### src/rtl/addsub_seq_pkg.sv
// Shared types and constants for the multi-cycle add/subtract sequencer.
// Holds the FSM state encoding, default geometry and the word-counter width helper.
package addsub_seq_pkg;

  localparam int DEF_WORD_W = 16;
  localparam int DEF_NWORDS = 4;

  typedef enum logic [1:0] {
    IDLE = 2'd0,
    RUN  = 2'd1,
    DONE = 2'd2
  } state_e;

  // The counter needs at least one bit, even when a single pass suffices.
  function automatic int cnt_width(input int nwords);
    return (nwords > 1) ? $clog2(nwords) : 1;
  endfunction

endpackage

### src/rtl/addsub_seq_if.sv
// Command/result bundle for addsub_seq; ovf exists only with ADDSUB_SEQ_OVF_EN.
// Both sides use valid/ready: a transfer happens on a rising clk edge where valid && ready.
interface addsub_seq_if
  import addsub_seq_pkg::*;
#(
  parameter int WORD_W = DEF_WORD_W,
  parameter int NWORDS = DEF_NWORDS
);
  localparam int DW = WORD_W * NWORDS;

  logic          in_valid;
  logic          in_ready;
  logic          op_sub;
  logic [DW-1:0] a;
  logic [DW-1:0] b;
  logic          out_valid;
  logic          out_ready;
  logic [DW-1:0] sum;
  logic          cout;
  logic          busy;
`ifdef ADDSUB_SEQ_OVF_EN
  logic          ovf;
`endif

  modport master (
    output in_valid, op_sub, a, b, out_ready,
    input  in_ready, out_valid, sum, cout, busy
`ifdef ADDSUB_SEQ_OVF_EN
    , input ovf
`endif
  );

  modport slave (
    input  in_valid, op_sub, a, b, out_ready,
    output in_ready, out_valid, sum, cout, busy
`ifdef ADDSUB_SEQ_OVF_EN
    , output ovf
`endif
  );

endinterface

### src/rtl/addsub_slice.sv
// Combinational W-bit adder slice shared across all word passes.
// With ADDSUB_SEQ_OVF_EN it also exposes the carry into the MSB for signed overflow.
module addsub_slice #(
  parameter int W = 16
) (
  input  logic [W-1:0] a,
  input  logic [W-1:0] b,
  input  logic         cin,
  output logic [W-1:0] s,
  output logic         cout
`ifdef ADDSUB_SEQ_OVF_EN
  , output logic       c_msb
`endif
);

  logic [W:0] full;

  assign full = {1'b0, a} + {1'b0, b} + {{W{1'b0}}, cin};
  assign s    = full[W-1:0];
  assign cout = full[W];

`ifdef ADDSUB_SEQ_OVF_EN
  // Sum bit = a ^ b ^ carry_in, so the MSB carry-in falls out of the result bit.
  assign c_msb = a[W-1] ^ b[W-1] ^ full[W-1];
`endif

endmodule

### src/rtl/addsub_seq.sv
// Wide add/subtract sequencer: one WORD_W slice, NWORDS passes LSW first, carry registered.
// Optional signed overflow output is compiled in with ADDSUB_SEQ_OVF_EN.
module addsub_seq
  import addsub_seq_pkg::*;
#(
  parameter int WORD_W = DEF_WORD_W,
  parameter int NWORDS = DEF_NWORDS
) (
  input  logic         clk,
  input  logic         rst,
  addsub_seq_if.slave  bus,
  output state_e       state_o
);

  localparam int DW    = WORD_W * NWORDS;
  localparam int CNT_W = cnt_width(NWORDS);
  localparam logic [CNT_W-1:0] LAST = CNT_W'(NWORDS - 1);

  state_e            state_q, state_d;
  logic [CNT_W-1:0]  cnt_q, cnt_d;
  logic              carry_q, carry_d;
  logic [DW-1:0]     a_q, a_d;
  logic [DW-1:0]     b_q, b_d;
  logic [DW-1:0]     sum_q, sum_d;
  logic              cout_q, cout_d;
  logic              in_ready_q, out_valid_q, busy_q;
  logic              accept;
  int                base;
  logic [WORD_W-1:0] a_word, b_word, s_word;
  logic              c_word;
`ifdef ADDSUB_SEQ_OVF_EN
  logic              ovf_q, ovf_d;
  logic              c_msb;
`endif

  assign accept = bus.in_valid & in_ready_q;
  assign base   = int'(cnt_q) * WORD_W;
  assign a_word = a_q[base +: WORD_W];
  assign b_word = b_q[base +: WORD_W];

  addsub_slice #(.W(WORD_W)) u_slice (
    .a    (a_word),
    .b    (b_word),
    .cin  (carry_q),
    .s    (s_word),
    .cout (c_word)
`ifdef ADDSUB_SEQ_OVF_EN
    , .c_msb (c_msb)
`endif
  );

  always_comb begin
    state_d = state_q;
    cnt_d   = cnt_q;
    carry_d = carry_q;
    a_d     = a_q;
    b_d     = b_q;
    sum_d   = sum_q;
    cout_d  = cout_q;
`ifdef ADDSUB_SEQ_OVF_EN
    ovf_d   = ovf_q;
`endif
    case (state_q)
      IDLE: begin
        if (accept) begin
          // Subtract is a + ~b + 1; the +1 enters only through the preloaded carry.
          a_d     = bus.a;
          b_d     = bus.op_sub ? ~bus.b : bus.b;
          carry_d = bus.op_sub;
          cnt_d   = '0;
          state_d = RUN;
        end
      end
      RUN: begin
        sum_d[base +: WORD_W] = s_word;
        carry_d = c_word;
        cnt_d   = cnt_q + 1'b1;
        if (cnt_q == LAST) begin
          cout_d  = c_word;
`ifdef ADDSUB_SEQ_OVF_EN
          ovf_d   = c_msb ^ c_word;
`endif
          cnt_d   = '0;
          state_d = DONE;
        end
      end
      DONE: begin
        if (bus.out_ready) state_d = IDLE;
      end
      default: state_d = IDLE;
    endcase
  end

  // Handshake flags are decoded from the next state so they come straight off flops.
  always_ff @(posedge clk or posedge rst) begin
    if (rst) begin
      state_q     <= IDLE;
      cnt_q       <= '0;
      carry_q     <= 1'b0;
      a_q         <= '0;
      b_q         <= '0;
      sum_q       <= '0;
      cout_q      <= 1'b0;
      in_ready_q  <= 1'b0;
      out_valid_q <= 1'b0;
      busy_q      <= 1'b0;
`ifdef ADDSUB_SEQ_OVF_EN
      ovf_q       <= 1'b0;
`endif
    end else begin
      state_q     <= state_d;
      cnt_q       <= cnt_d;
      carry_q     <= carry_d;
      a_q         <= a_d;
      b_q         <= b_d;
      sum_q       <= sum_d;
      cout_q      <= cout_d;
      in_ready_q  <= (state_d == IDLE);
      out_valid_q <= (state_d == DONE);
      busy_q      <= (state_d != IDLE);
`ifdef ADDSUB_SEQ_OVF_EN
      ovf_q       <= ovf_d;
`endif
    end
  end

  assign bus.in_ready  = in_ready_q;
  assign bus.out_valid = out_valid_q;
  assign bus.sum       = sum_q;
  assign bus.cout      = cout_q;
  assign bus.busy      = busy_q;
`ifdef ADDSUB_SEQ_OVF_EN
  assign bus.ovf       = ovf_q;
`endif
  assign state_o       = state_q;

endmodule

### src/flat_wrapper.sv
// flat-port wrapper written by rule: the top's interface ports become plain ports
module addsub_seq_flat import addsub_seq_pkg::*;
#(
  parameter int WORD_W = DEF_WORD_W,
  parameter int NWORDS = DEF_NWORDS
)
  (clk, rst, state_o, bus_in_valid, bus_op_sub, bus_a, bus_b, bus_out_ready, bus_in_ready, bus_out_valid, bus_sum, bus_cout, bus_busy);
  addsub_seq_if #(.WORD_W(WORD_W), .NWORDS(NWORDS)) bus_i ();
  input  logic clk;
  input  logic rst;
  output state_e state_o;
  input wire logic [$bits(bus_i.in_valid)-1:0] bus_in_valid;
  input wire logic [$bits(bus_i.op_sub)-1:0] bus_op_sub;
  input wire logic [$bits(bus_i.a)-1:0] bus_a;
  input wire logic [$bits(bus_i.b)-1:0] bus_b;
  input wire logic [$bits(bus_i.out_ready)-1:0] bus_out_ready;
  output wire logic [$bits(bus_i.in_ready)-1:0] bus_in_ready;
  output wire logic [$bits(bus_i.out_valid)-1:0] bus_out_valid;
  output wire logic [$bits(bus_i.sum)-1:0] bus_sum;
  output wire logic [$bits(bus_i.cout)-1:0] bus_cout;
  output wire logic [$bits(bus_i.busy)-1:0] bus_busy;
  assign bus_i.in_valid = bus_in_valid;
  assign bus_i.op_sub = bus_op_sub;
  assign bus_i.a = bus_a;
  assign bus_i.b = bus_b;
  assign bus_i.out_ready = bus_out_ready;
  assign bus_in_ready = bus_i.in_ready;
  assign bus_out_valid = bus_i.out_valid;
  assign bus_sum = bus_i.sum;
  assign bus_cout = bus_i.cout;
  assign bus_busy = bus_i.busy;
  addsub_seq #(.WORD_W(WORD_W), .NWORDS(NWORDS)) u_core (.clk(clk), .rst(rst), .bus(bus_i), .state_o(state_o));
endmodule
### config.mk
export PLATFORM = sky130hd
export DESIGN_NAME = addsub_seq_flat
export DESIGN_NICKNAME = d
export VERILOG_FILES = /design/src/rtl/addsub_seq_pkg.sv /design/src/rtl/addsub_seq_if.sv /design/src/rtl/addsub_slice.sv /design/src/rtl/addsub_seq.sv /design/src/flat_wrapper.sv
export SDC_FILE = /design/constraint.sdc
export NUM_CORES = 1
export LEC_CHECK = 0
export ABC_CLOCK_PERIOD_IN_PS = 6850
export BUFFER_PORTS_ARGS = -buffer_cell sky130_fd_sc_hd__buf_2
export CORE_ASPECT_RATIO = 2
export CORE_MARGIN = 3
export CORE_UTILIZATION = 45
export DETAILED_ROUTE_END_ITERATION = 16
export PLACE_DENSITY = 0.7
export SLEW_MARGIN = 20
export SYNTH_ARGS = -nofsm -noshare
export SYNTH_HDL_FRONTEND = slang
export SYNTH_SLANG_ARGS = --single-unit
### constraint.sdc
create_clock -name clk -period 6.85 [get_ports clk]
set_clock_uncertainty 0.1 [all_clocks]
set_input_delay 1.0275 -clock clk [delete_from_list [all_inputs] [get_ports clk]]
set_output_delay 1.0275 -clock clk [all_outputs]
set_load 0.02 [all_outputs]
==> flow_summary_export.csv, run 1 <==
group,metric,value,unit
outcome,status,"complete, no violations",
detailed_routing,avgRoutedWirePerCell,17.6,um
yosys,syn_nets,1055,
place,place_hpwl,17.8,mm
setup_path,cp_num_buf_inv,0,
min_path,hp-class,"register to register",
setup_path,reg2reg_slack,2.97,ns
sta,final_hold_viol_count,0,
place,pre_cts_ws,3.01,ns
yosys,synth_cells,899,
grt,grt_pass1_wl,38.2,mm
floorplan,pin_count,203,
finish,nFillCells,1926,
floorplan,die_h,213,um
setup_path,critPathMostFrequentCell,"fa_1",
finish,instances_no_fill,1356,
cts,cts_tree,"built",
floorplan,initial_core_util,0.457,
setup_path,arrival,4.21,ns
detailed_routing,vias,7160,
sta,fmax,258,MHz
setup_path,rr_startpoint,"u_core.cnt_q[1]$_DFFE_PP0P_",
setup_path,reg2regPathDepth,9,
detailed_routing,totalWireLength,23.9,mm
sta,finalSetupTns,0,ns
sta,setup_viol,0,
yosys,syn-cell-area,9600,sq um
finish,syn2layout_area_growth,19.0,%
cts,clockRootBuffer,"clkbuf_16",
cts,ctsHtreeMaxLevel,1,
setup_path,cp_max_fo,37,
min_path,hold_start,"u_core.a_q[33]$_DFFE_PP0P_",
floorplan,die-area,23200,sq um
setup_path,critical_path_class,"register to register",
setup_path,worstSetupStartpoint,"u_core.cnt_q[1]$_DFFE_PP0P_",
cts,clk_latency,0.50,ns
sta,layout_min_cycle_time,3.88,ns
pwr,ir_drop,258,uV
finish,multi_input_comb_area,4310,sq um
grt,grt_pass1_vias,7237,
sta,finalMaxSlewViolations,0,
cts,cts_buffers,20,
pwr,leakagePower,0.00574,uW
setup_path,critPathSlowestCell,"dfrtp_2",
floorplan,core.rowCount,75,
setup_path,cp-endpoint,"u_core.bus.sum[40]$_DFFE_PP0P_",
detailed_routing,first_iter_violations,414,
yosys,async_flop_share,1.00,
sta,tightestPinTransition,1.10,ns
cts,post_cts_buffers,0,
finish,drive_above_1_share,0.274,
pwr,powerDensity,552,nW/um^2
setup_path,startpoint_type,"register",
setup_path,crit_family,"flip-flops",
setup_path,critPathRequiredTime,7.18,ns
finish,diodes,0,
place,port_buffers,202,
detailed_routing,drc,0,
cts,clock_path_buffers,3,
yosys,ys.flop_type,"dfrtp_1",
setup_path,cp.depth,9,
setup_path,cp_cell_sequence,"mux4_2 -> fa_1 -> fa_1 -> a21o_1 -> a31oi_1 -> nor2_1 -> or2_0 -> xor2_1 -> a22o_1",
cts,clk_pin_slew,0.06,ns
place,gp_congestion,0.867,
cts,cts_sinks,201,
setup_path,endpoint_kind,"register",
grt,grt.total_usage,0.210,
sta,slew-limit-headroom,0.264,
pwr,totalPowerFinal,6300,uW
sta,fin_hold_ws,0.368,ns
detailed_routing,ant_nets,0,
grt,grt_max_degree,140,
detailed_routing,via_per_inst,5.28,
yosys,synth_seq_cells,201,
finish,finalNetCount,1233,
cts,cts_hold_buf,0,
grt,grt_overflow,0,
yosys,synth_edf_count,0,
job,max_cap_viol_count,0,
floorplan,fp.dieW,109,um
yosys,synth_cell_types,62,
place,placedCellCount,1324,
grt,antenna_found_initial,0,
finish,regArea,5030,sq um
yosys,syn_area_per_cell,10.7,sq um
setup_path,r2r_end,"u_core.bus.sum[40]$_DFFE_PP0P_",
detailed_routing,dr.pass1.iters,4,
yosys,ys_warn_count,0,
yosys,yosysSeqAreaShare,0.524,
floorplan,core,21000,sq um
cts,cts_resized,0,
sta,setup_ws,2.97,ns
sta,min_period_over_period,0.567,
setup_path,cpPeakStageDelay,0.96,ns
sta,rsz0062_at_grt,"false",
[final cells by class]
type                            count  share of cell area
Clock buffer                       27              0.0479
Multi-Input combinational cell    637               0.377
Inverter                            6             0.00263
Timing Repair Buffer              211              0.0946
Tap cell                          269              0.0295
Clock inverter                      5             0.00789
Sequential cell                   201               0.441
[flip-flops by register name, indices dropped and copies added, names as in the netlist]
register / cells
u_core.state_o: 2
u_core.cnt_q: 2
u_core.bus.out_valid: 1
u_core.carry_q: 1
u_core.b_q: 64
u_core.a_q: 64
u_core.bus.cout: 1
u_core.bus.busy: 1
u_core.bus.in_ready: 1
u_core.bus.sum: 64
[cell usage in the layout, fill, tap and decap left out, drive strengths merged, types with 7 or more instances in the layout]
cell,instances
a21oi,10
a22o,52
buf,211
clkbuf,27
dfrtp,201
ha,21
inv,7
mux4,32
nand2,285
nor2,10
o21ai,88
xnor2,72
[synth_stat cells, types with 2 or more instances]
cell / count / area (sq um)
a211o_1: 2 / 17.5
a211oi_1: 3 / 22.5
a211oi_2: 2 / 25.0
a21o_1: 6 / 45.0
a21oi_1: 10 / 50.1
a22o_1: 52 / 455
a31oi_1: 3 / 18.8
and3_2: 2 / 15.0
buf_1: 4 / 15.0
buf_2: 17 / 85.1
buf_4: 5 / 37.5
clkbuf_1: 28 / 105
dfrtp_1: 201 / 5030
fa_1: 2 / 40.0
ha_1: 21 / 263
inv_1: 6 / 22.5
mux4_2: 32 / 721
nand2_1: 285 / 1070
nand3_1: 5 / 25.0
nor2_1: 9 / 33.8
nor3_1: 4 / 20.0
nor3b_2: 2 / 25.0
o211ai_1: 2 / 15.0
o21ai_0: 80 / 400
o21ai_1: 6 / 30.0
o41ai_2: 2 / 32.5
or3_1: 2 / 12.5
xnor2_1: 70 / 613
xnor2_2: 2 / 32.5
xor2_1: 2 / 17.5
[per-stage QoR]
stage / cell area [sq um] / utilization
2_1_floorplan: 9600 / -
3_3_place_gp: 10800 / 0.513
3_5_place_dp: 10800 / 0.513
4_1_cts: 11400 / 0.543
5_1_grt: 11400 / 0.543
6_report: 11400 / 0.543
[worst min-delay path by stage]
| stage | to | depth (start not counted) |
|---|---|---|
| 2_1_floorplan | u_core.a_q[32]$_DFFE_PP0P_ | 2 |
| 3_3_place_gp | u_core.a_q[47]$_DFFE_PP0P_ | 2 |
| 3_5_place_dp | u_core.a_q[58]$_DFFE_PP0P_ | 2 |
| 4_1_cts | u_core.a_q[58]$_DFFE_PP0P_ | 2 |
| 5_1_grt | u_core.a_q[38]$_DFFE_PP0P_ | 2 |
| 6_report | u_core.a_q[33]$_DFFE_PP0P_ | 2 |
[tightest hold or removal path, cell delays in order, from the launching register on]
cell,delay [ns]
dfrtp_1,0.34
nand2_1,0.05
nand2_1,0.05
[per-layer routing]
| layer | wire [um] | GRT usage | up-vias |
|---|---|---|---|
| met1 | 9550 | 0.270 | 3475 |
| met5 | 0 | 0 | - |
| met2 | 12500 | 0.363 | 203 |
| met4 | 824 | 0.0805 | 0 |
| li1 | - | - | 3433 |
| met3 | 1010 | 0.0207 | 49 |
[cell families after synthesis]
kind of cell    after synthesis  synth area share
compound gates              180             0.129
xor+xnor                     74            0.0691
simple gates                327             0.141
flops                       201             0.524
mux                          33            0.0761
fa+ha+maj                    23            0.0315
buf+inv                      61            0.0288
[power breakdown]
| part | switching (uW) | internal (uW) | total [uW] |
|---|---|---|---|
| combinational | 1940 | 1280 | 3220 |
| clock | 443 | 635 | 1080 |
| sequential | 337 | 1670 | 2010 |
Power figures use the tool's default switching activity.
==> run 2, diff against run 1 <==
--- a/config.mk
+++ b/config.mk
@@ -5,7 +5,7 @@
 export SDC_FILE = /design/constraint.sdc
 export NUM_CORES = 1
 export LEC_CHECK = 0
-export ABC_CLOCK_PERIOD_IN_PS = 6850
+export ABC_CLOCK_PERIOD_IN_PS = 3500
 export BUFFER_PORTS_ARGS = -buffer_cell sky130_fd_sc_hd__buf_2
 export CORE_ASPECT_RATIO = 2
 export CORE_MARGIN = 3
==> constraint.sdc (replaced) <==
create_clock -name clk -period 3.5 [get_ports clk]
set_clock_uncertainty 0.1 [all_clocks]
set_input_delay 0.525 -clock clk [delete_from_list [all_inputs] [get_ports clk]]
set_output_delay 0.525 -clock clk [all_outputs]
set_load 0.02 [all_outputs]
==> run 2 against run 1 <==
Count of clock-buffer cells in the layout shrank 2. Clock power rose by 110%. Power increased by 100%. Maximum frequency up 14%. Highest routed layer unchanged. Global-route usage is 0.70 points higher. Critical path depth unchanged. Routed wire length up 2.9%. Final cell count is 1.3% higher. Sequential power grew 91%. Worst setup slack lost 2.9 ns. Utilization up 1.1 points.
==> flow_summary_export.csv, run 2 (synthesis gave the netlist of run 1 again) <==
group,metric,value,unit
outcome,status,"complete, no violations",
pwr,ir_drop,484,uV
floorplan,fp.dieW,109,um
pwr,p_switching,5440,uW
place,pre_cts_ws,0.112,ns
sta,final_hold_viol_count,0,
min_path,hp-class,"primary input to register",
sta,finalSetupTns,0,ns
grt,grt.total_usage,0.217,
setup_path,rr_startpoint,"u_core.cnt_q[0]$_DFFE_PP0P_",
floorplan,die_h,213,um
setup_path,startpoint_type,"register",
detailed_routing,totalWireLength,24.6,mm
floorplan,initial_core_util,0.457,
place,place_hpwl,18.7,mm
cts,clk_latency,0.48,ns
sta,layout_min_cycle_time,3.41,ns
detailed_routing,avgRoutedWirePerCell,17.9,um
finish,drive_above_1_share,0.288,
pwr,totalPowerFinal,12800,uW
detailed_routing,dr.pass1.iters,5,
finish,final_cell_mix,"nand2_1 (285), buf_2 (201), dfrtp_1 (199)",
finish,diodes,0,
setup_path,reg2regPathDepth,9,
cts,cts_sinks,201,
sta,setup_viol,0,
pwr,pwr-share-clk,0.175,
setup_path,critPathRequiredTime,3.76,ns
setup_path,cp-endpoint,"u_core.bus.sum[40]$_DFFE_PP0P_",
pwr,p_seq_frac,0.299,
finish,regArea,5030,sq um
pwr,powerDensity,1100,nW/um^2
setup_path,worstSetupStartpoint,"u_core.cnt_q[0]$_DFFE_PP0P_",
floorplan,core.rowCount,75,
cts,clk_pin_slew,0.07,ns
detailed_routing,vias,7184,
finish,final_common_cell,"nand2_1",
cts,ctsHtreeMaxLevel,1,
pwr,intPower,7380,uW
sta,fmax,294,MHz
pwr,p_comb_frac,0.526,
cts,cts_tree,"built",
job,max_cap_viol_count,0,
setup_path,r2r_end,"u_core.bus.sum[40]$_DFFE_PP0P_",
setup_path,arrival,3.67,ns
setup_path,reg2reg_slack,0.09,ns
sta,slew-limit-headroom,0.503,
sta,rsz0062_at_grt,"false",
grt,grt_overflow,0,
grt,antenna_found_initial,0,
floorplan,core,21000,sq um
floorplan,die-area,23200,sq um
grt,grt_pass1_vias,7342,
detailed_routing,via_per_inst,5.23,
pwr,leakagePower,0.00585,uW
finish,nFillCells,1888,
place,gp_congestion,0.821,
sta,tightestPinTransition,0.745,ns
detailed_routing,ant_nets,0,
sta,min_period_over_period,0.973,
cts,clockRootBuffer,"clkbuf_16",
finish,finish.utilization,0.554,
finish,syn2layout_area_growth,21.3,%
sta,finalMaxSlewViolations,0,
setup_path,endpoint_kind,"register",
grt,grt_max_degree,195,
cts,clock_path_buffers,3,
detailed_routing,drc,0,
detailed_routing,first_iter_violations,372,
cts,cts_buffers,18,
finish,multi_input_comb_area,4310,sq um
place,port_buffers,202,
setup_path,cp_max_fo,4,
grt,grt_pass1_wl,39.0,mm
finish,finalNetCount,1248,
pwr,p_sw_frac,0.424,
floorplan,pin_count,203,
setup_path,critical_path_class,"register to register",
sta,setup_ws,0.0950,ns
## run 2: cell types whose count changed in the layout (fill, tap and decap cells not counted), moves of 2 or more
cell        before  now
buf_4           10   20
buf_12           0    3
buf_6            0    3
clkbuf_1         5    2
clkinvlp_4       0    3
bufinv_16        2    4
clkbuf_8         2    4
## run 2: how the worst min path moves through the flow
stage,startpoint,endpoint,slack (ns),depth (start not counted)
detailed placement,rst,u_core.a_q[5]$_DFFE_PP0P_,0.34,2
global route,bus_a[27],u_core.a_q[27]$_DFFE_PP0P_,0.13,3
global placement,rst,u_core.a_q[5]$_DFFE_PP0P_,0.34,2
CTS,bus_a[5],u_core.a_q[5]$_DFFE_PP0P_,0.12,3
finish,bus_a[11],u_core.a_q[11]$_DFFE_PP0P_,0.13,3
floorplan,u_core.a_q[32]$_DFFE_PP0P_,u_core.a_q[32]$_DFFE_PP0P_,0.34,2
## run 2: power by group through the flow
stage | logic [uW] | registers (uW) | clock network, uW
after CTS | 6700 | 3820 | 2280
after detailed placement | 6660 | 3860 | 0
after global placement | 6520 | 3830 | 0
after floorplan | 4650 | 3940 | 0
final | 6750 | 3830 | 2240
after global routing | 7430 | 3930 | 2380
## run 2: what timing repair did
| action | CTS | global route |
|---|---|---|
| hold endpoints to repair | 3 | 0 |
| buffers inserted | 0 | 1 |
| gates resized for setup | 0 | 4 |
| hold buffers | 1 | 0 |
| setup endpoints to repair | 0 | 6 |
## run 2: final cells by class
type                       count  share of cell area
tap                          269              0.0289
sequential                   201               0.432
timing repair buffer         228               0.108
multi-input combinational    637               0.370
inverter                       6             0.00226
clock buffer                  25              0.0462
clock inverter                 7              0.0120
## run 2: routing by layer
layer / GRT usage / vias to the layer above / share of wire
met4: 0.0882 / 0 / 0.041
met1: 0.264 / 3452 / 0.38
met5: 0 / - / 0
met2: 0.390 / 215 / 0.54
met3: 0.0194 / 56 / 0.045
li1: - / 3461 / -
## run 2: worst max-delay path: stages (launching register included)
cell,delay (ns)
dfrtp_2,0.43
mux4_2,0.55
fa_1,0.48
fa_1,0.43
a21o_1,0.21
a31oi_1,0.29
nor2_1,0.13
or2_0,0.26
xor2_2,0.18
a22o_1,0.23
## run 2: metrics by stage
stage          std cells  hold slack [ns]  area [sq um]
2_1_floorplan        899            0.340          9610
3_3_place_gp        1339            0.341         10900
4_1_cts             1372            0.120         11600
3_5_place_dp        1339            0.344         10900
5_1_grt             1373            0.130         11600
6_report            1373            0.132         11600
==> run 3, diff against run 2 <==
--- a/config.mk
+++ b/config.mk
@@ -5,7 +5,7 @@
 export SDC_FILE = /design/constraint.sdc
 export NUM_CORES = 1
 export LEC_CHECK = 0
-export ABC_CLOCK_PERIOD_IN_PS = 3500
+export ABC_CLOCK_PERIOD_IN_PS = 2800
 export BUFFER_PORTS_ARGS = -buffer_cell sky130_fd_sc_hd__buf_2
 export CORE_ASPECT_RATIO = 2
 export CORE_MARGIN = 3
==> constraint.sdc (replaced) <==
create_clock -name clk -period 2.8 [get_ports clk]
set_clock_uncertainty 0.1 [all_clocks]
set_input_delay 0.42 -clock clk [delete_from_list [all_inputs] [get_ports clk]]
set_output_delay 0.42 -clock clk [all_outputs]
set_load 0.02 [all_outputs]
==> run 3 against run 2 <==
The run now ends with negative setup slack left. Clock power rose by 14%. Final area up 6.5%. Sequential cell count is the same. Maximum frequency rose by 10%. Hold slack worse by 0.10 ns. Sequential share of layout area fell by 2.6 points. Critical path depth did not move. Non-clock buffer count up 51. Largest power group unchanged. Highest routed layer is now met5.
==> flow_summary_export.csv, run 3 (synthesis gave the netlist of run 1 again) <==
group,metric,value,unit
outcome,status,"finished, violations left",
outcome,violations,"negative setup slack",
cts,cts_buffers,19,
setup_path,rr_startpoint,"u_core.cnt_q[0]$_DFFE_PP0P_",
sta,fmax,324,MHz
floorplan,core,21000,sq um
grt,grt_overflow,0,
place,place_hpwl,18.6,mm
finish,drive_above_1_share,0.345,
setup_path,critPathRequiredTime,3.07,ns
grt,grt_pass1_wl,39.1,mm
setup_path,cp_max_fo,4,
min_path,hold_path_end,"u_core.a_q[47]$_DFFE_PP0P_",
finish,finalNetCount,1300,
sta,finalMaxSlewViolations,0,
min_path,hold_start,"bus_a[47]",
place,placed_area,11300,sq um
detailed_routing,ant_nets,0,
detailed_routing,avgRoutedWirePerCell,17.4,um
detailed_routing,vias,7364,
sta,setup_viol,46,
floorplan,die-area,23200,sq um
floorplan,initial_core_util,0.457,
pwr,leakagePower,0.00617,uW
finish,syn2layout_area_growth,29.2,%
floorplan,pin_count,203,
cts,cts_sinks,201,
place,pre_cts_ws,-0.360,ns
place,port_buffers,202,
setup_path,endpoint_kind,"register",
cts,clockRootBuffer,"clkbuf_16",
floorplan,fp.dieW,109,um
sta,tightestPinTransition,0.774,ns
grt,antenna_found_initial,1,
grt,grt_pass1_vias,7518,
finish,final_common_cell,"nand2_1",
pwr,ir_drop,774,uV
detailed_routing,dr.pass1.iters,4,
floorplan,die_h,213,um
finish,final_area,12400,sq um
detailed_routing,drc,0,
cts,clock_path_buffers,3,
cts,cts_tree,"built",
finish,nFillCells,1825,
detailed_routing,first_iter_violations,371,
setup_path,r2r_end,"u_core.bus.sum[56]$_DFFE_PP0P_",
setup_path,arrival,3.36,ns
place,gp_congestion,0.834,
floorplan,core.rowCount,75,
setup_path,reg2regPathDepth,9,
cts,clk_latency,0.48,ns
cts,ctsHtreeMaxLevel,1,
setup_path,startpoint_type,"register",
min_path,worstHoldPathCells,3,
grt,grt.total_usage,0.215,
detailed_routing,via_per_inst,5.17,
setup_path,critical_path_class,"register to register",
setup_path,reg2reg_slack,-0.28,ns
sta,setup_ws,-0.283,ns
job,max_cap_viol_count,0,
finish,diodes,0,
sta,slew-limit-headroom,0.483,
sta,final_hold_viol_count,0,
min_path,hp-class,"primary input to register",
sta,fin_hold_ws,0.0281,ns
sta,min_period_over_period,1.10,
sta,rsz0062_at_grt,"true",
sta,layout_min_cycle_time,3.08,ns
sta,finalSetupTns,-8.31,ns
grt,grt_max_degree,99,
pwr,powerDensity,1480,nW/um^2
finish,final_cell_mix,"nand2_1 (284), buf_2 (201), dfrtp_1 (199)",
detailed_routing,totalWireLength,24.8,mm
cts,clk_pin_slew,0.07,ns
[run 3: area by class of cell]
class,count,area (sq um),area share
repair buffers,279,1770,0.142
clock inverters,5,60.1,0.00484
well taps,269,337,0.0271
inverters,6,26.3,0.00212
clock buffers,28,559,0.0451
flip-flops and latches,201,5030,0.406
multi-input cells,637,4620,0.373
[run 3: worst max path at each step]
stage,from,depth (start not counted),slack (ns),end
after floorplan,u_core.cnt_q[0]$_DFFE_PP0P_,11,-0.43,u_core.bus.sum[56]$_DFFE_PP0P_
after global placement,u_core.cnt_q[0]$_DFFE_PP0P_,9,-0.36,u_core.bus.sum[58]$_DFFE_PP0P_
after detailed placement,u_core.cnt_q[0]$_DFFE_PP0P_,9,-0.36,u_core.bus.sum[58]$_DFFE_PP0P_
after CTS,u_core.cnt_q[0]$_DFFE_PP0P_,9,-0.24,u_core.bus.sum[56]$_DFFE_PP0P_
after global routing,u_core.cnt_q[0]$_DFFE_PP0P_,10,-0.39,u_core.bus.sum[31]$_DFFE_PP0P_
final,u_core.cnt_q[0]$_DFFE_PP0P_,9,-0.28,u_core.bus.sum[56]$_DFFE_PP0P_
[run 3: worst max-delay path, cell delays in order, from the launching register on]
cell,delay (ns)
dfrtp_2,0.45
mux4_2,0.54
fa_2,0.40
fa_2,0.35
a21o_1,0.20
a31oi_4,0.21
nor2_2,0.09
or2_1,0.25
xor2_2,0.17
a22o_1,0.20
[run 3: through the flow]
| step | power [uW] | utilization | instances |
|---|---|---|---|
| 2_1_floorplan | 10900 | - | 899 |
| 3_3_place_gp | 14100 | 0.539 | 1383 |
| 3_5_place_dp | 14300 | 0.539 | 1383 |
| 4_1_cts | 17800 | 0.582 | 1422 |
| 5_1_grt | 19700 | 0.590 | 1425 |
| 6_report | 18400 | 0.590 | 1425 |
[run 3: metal layers]
| layer | up-vias | track usage | part of all wire |
|---|---|---|---|
| met5 | - | 0 | 0.00052 |
| met1 | 3540 | 0.259 | 0.38 |
| met4 | 2 | 0.0878 | 0.035 |
| met2 | 197 | 0.387 | 0.54 |
| met3 | 53 | 0.0231 | 0.041 |
| li1 | 3572 | - | - |
[run 3: report_power, final]
group	internal, uW	total (uW)	switching (uW)
registers	4080	4730	649
logic	5230	11100	5840
clock network	1480	2560	1080
total	10800	18400	7560
[run 3: repair_timing]
| item | CTS | global route |
|---|---|---|
| hold buffers | 1 | 0 |
| gates cloned | 0 | 2 |
| setup buffers | 5 | 2 |
| endpoints found under the hold margin | 27 | 0 |
| pin swaps | 11 | 17 |
| setup endpoints to repair | 50 | 50 |
| gates resized for setup | 33 | 16 |
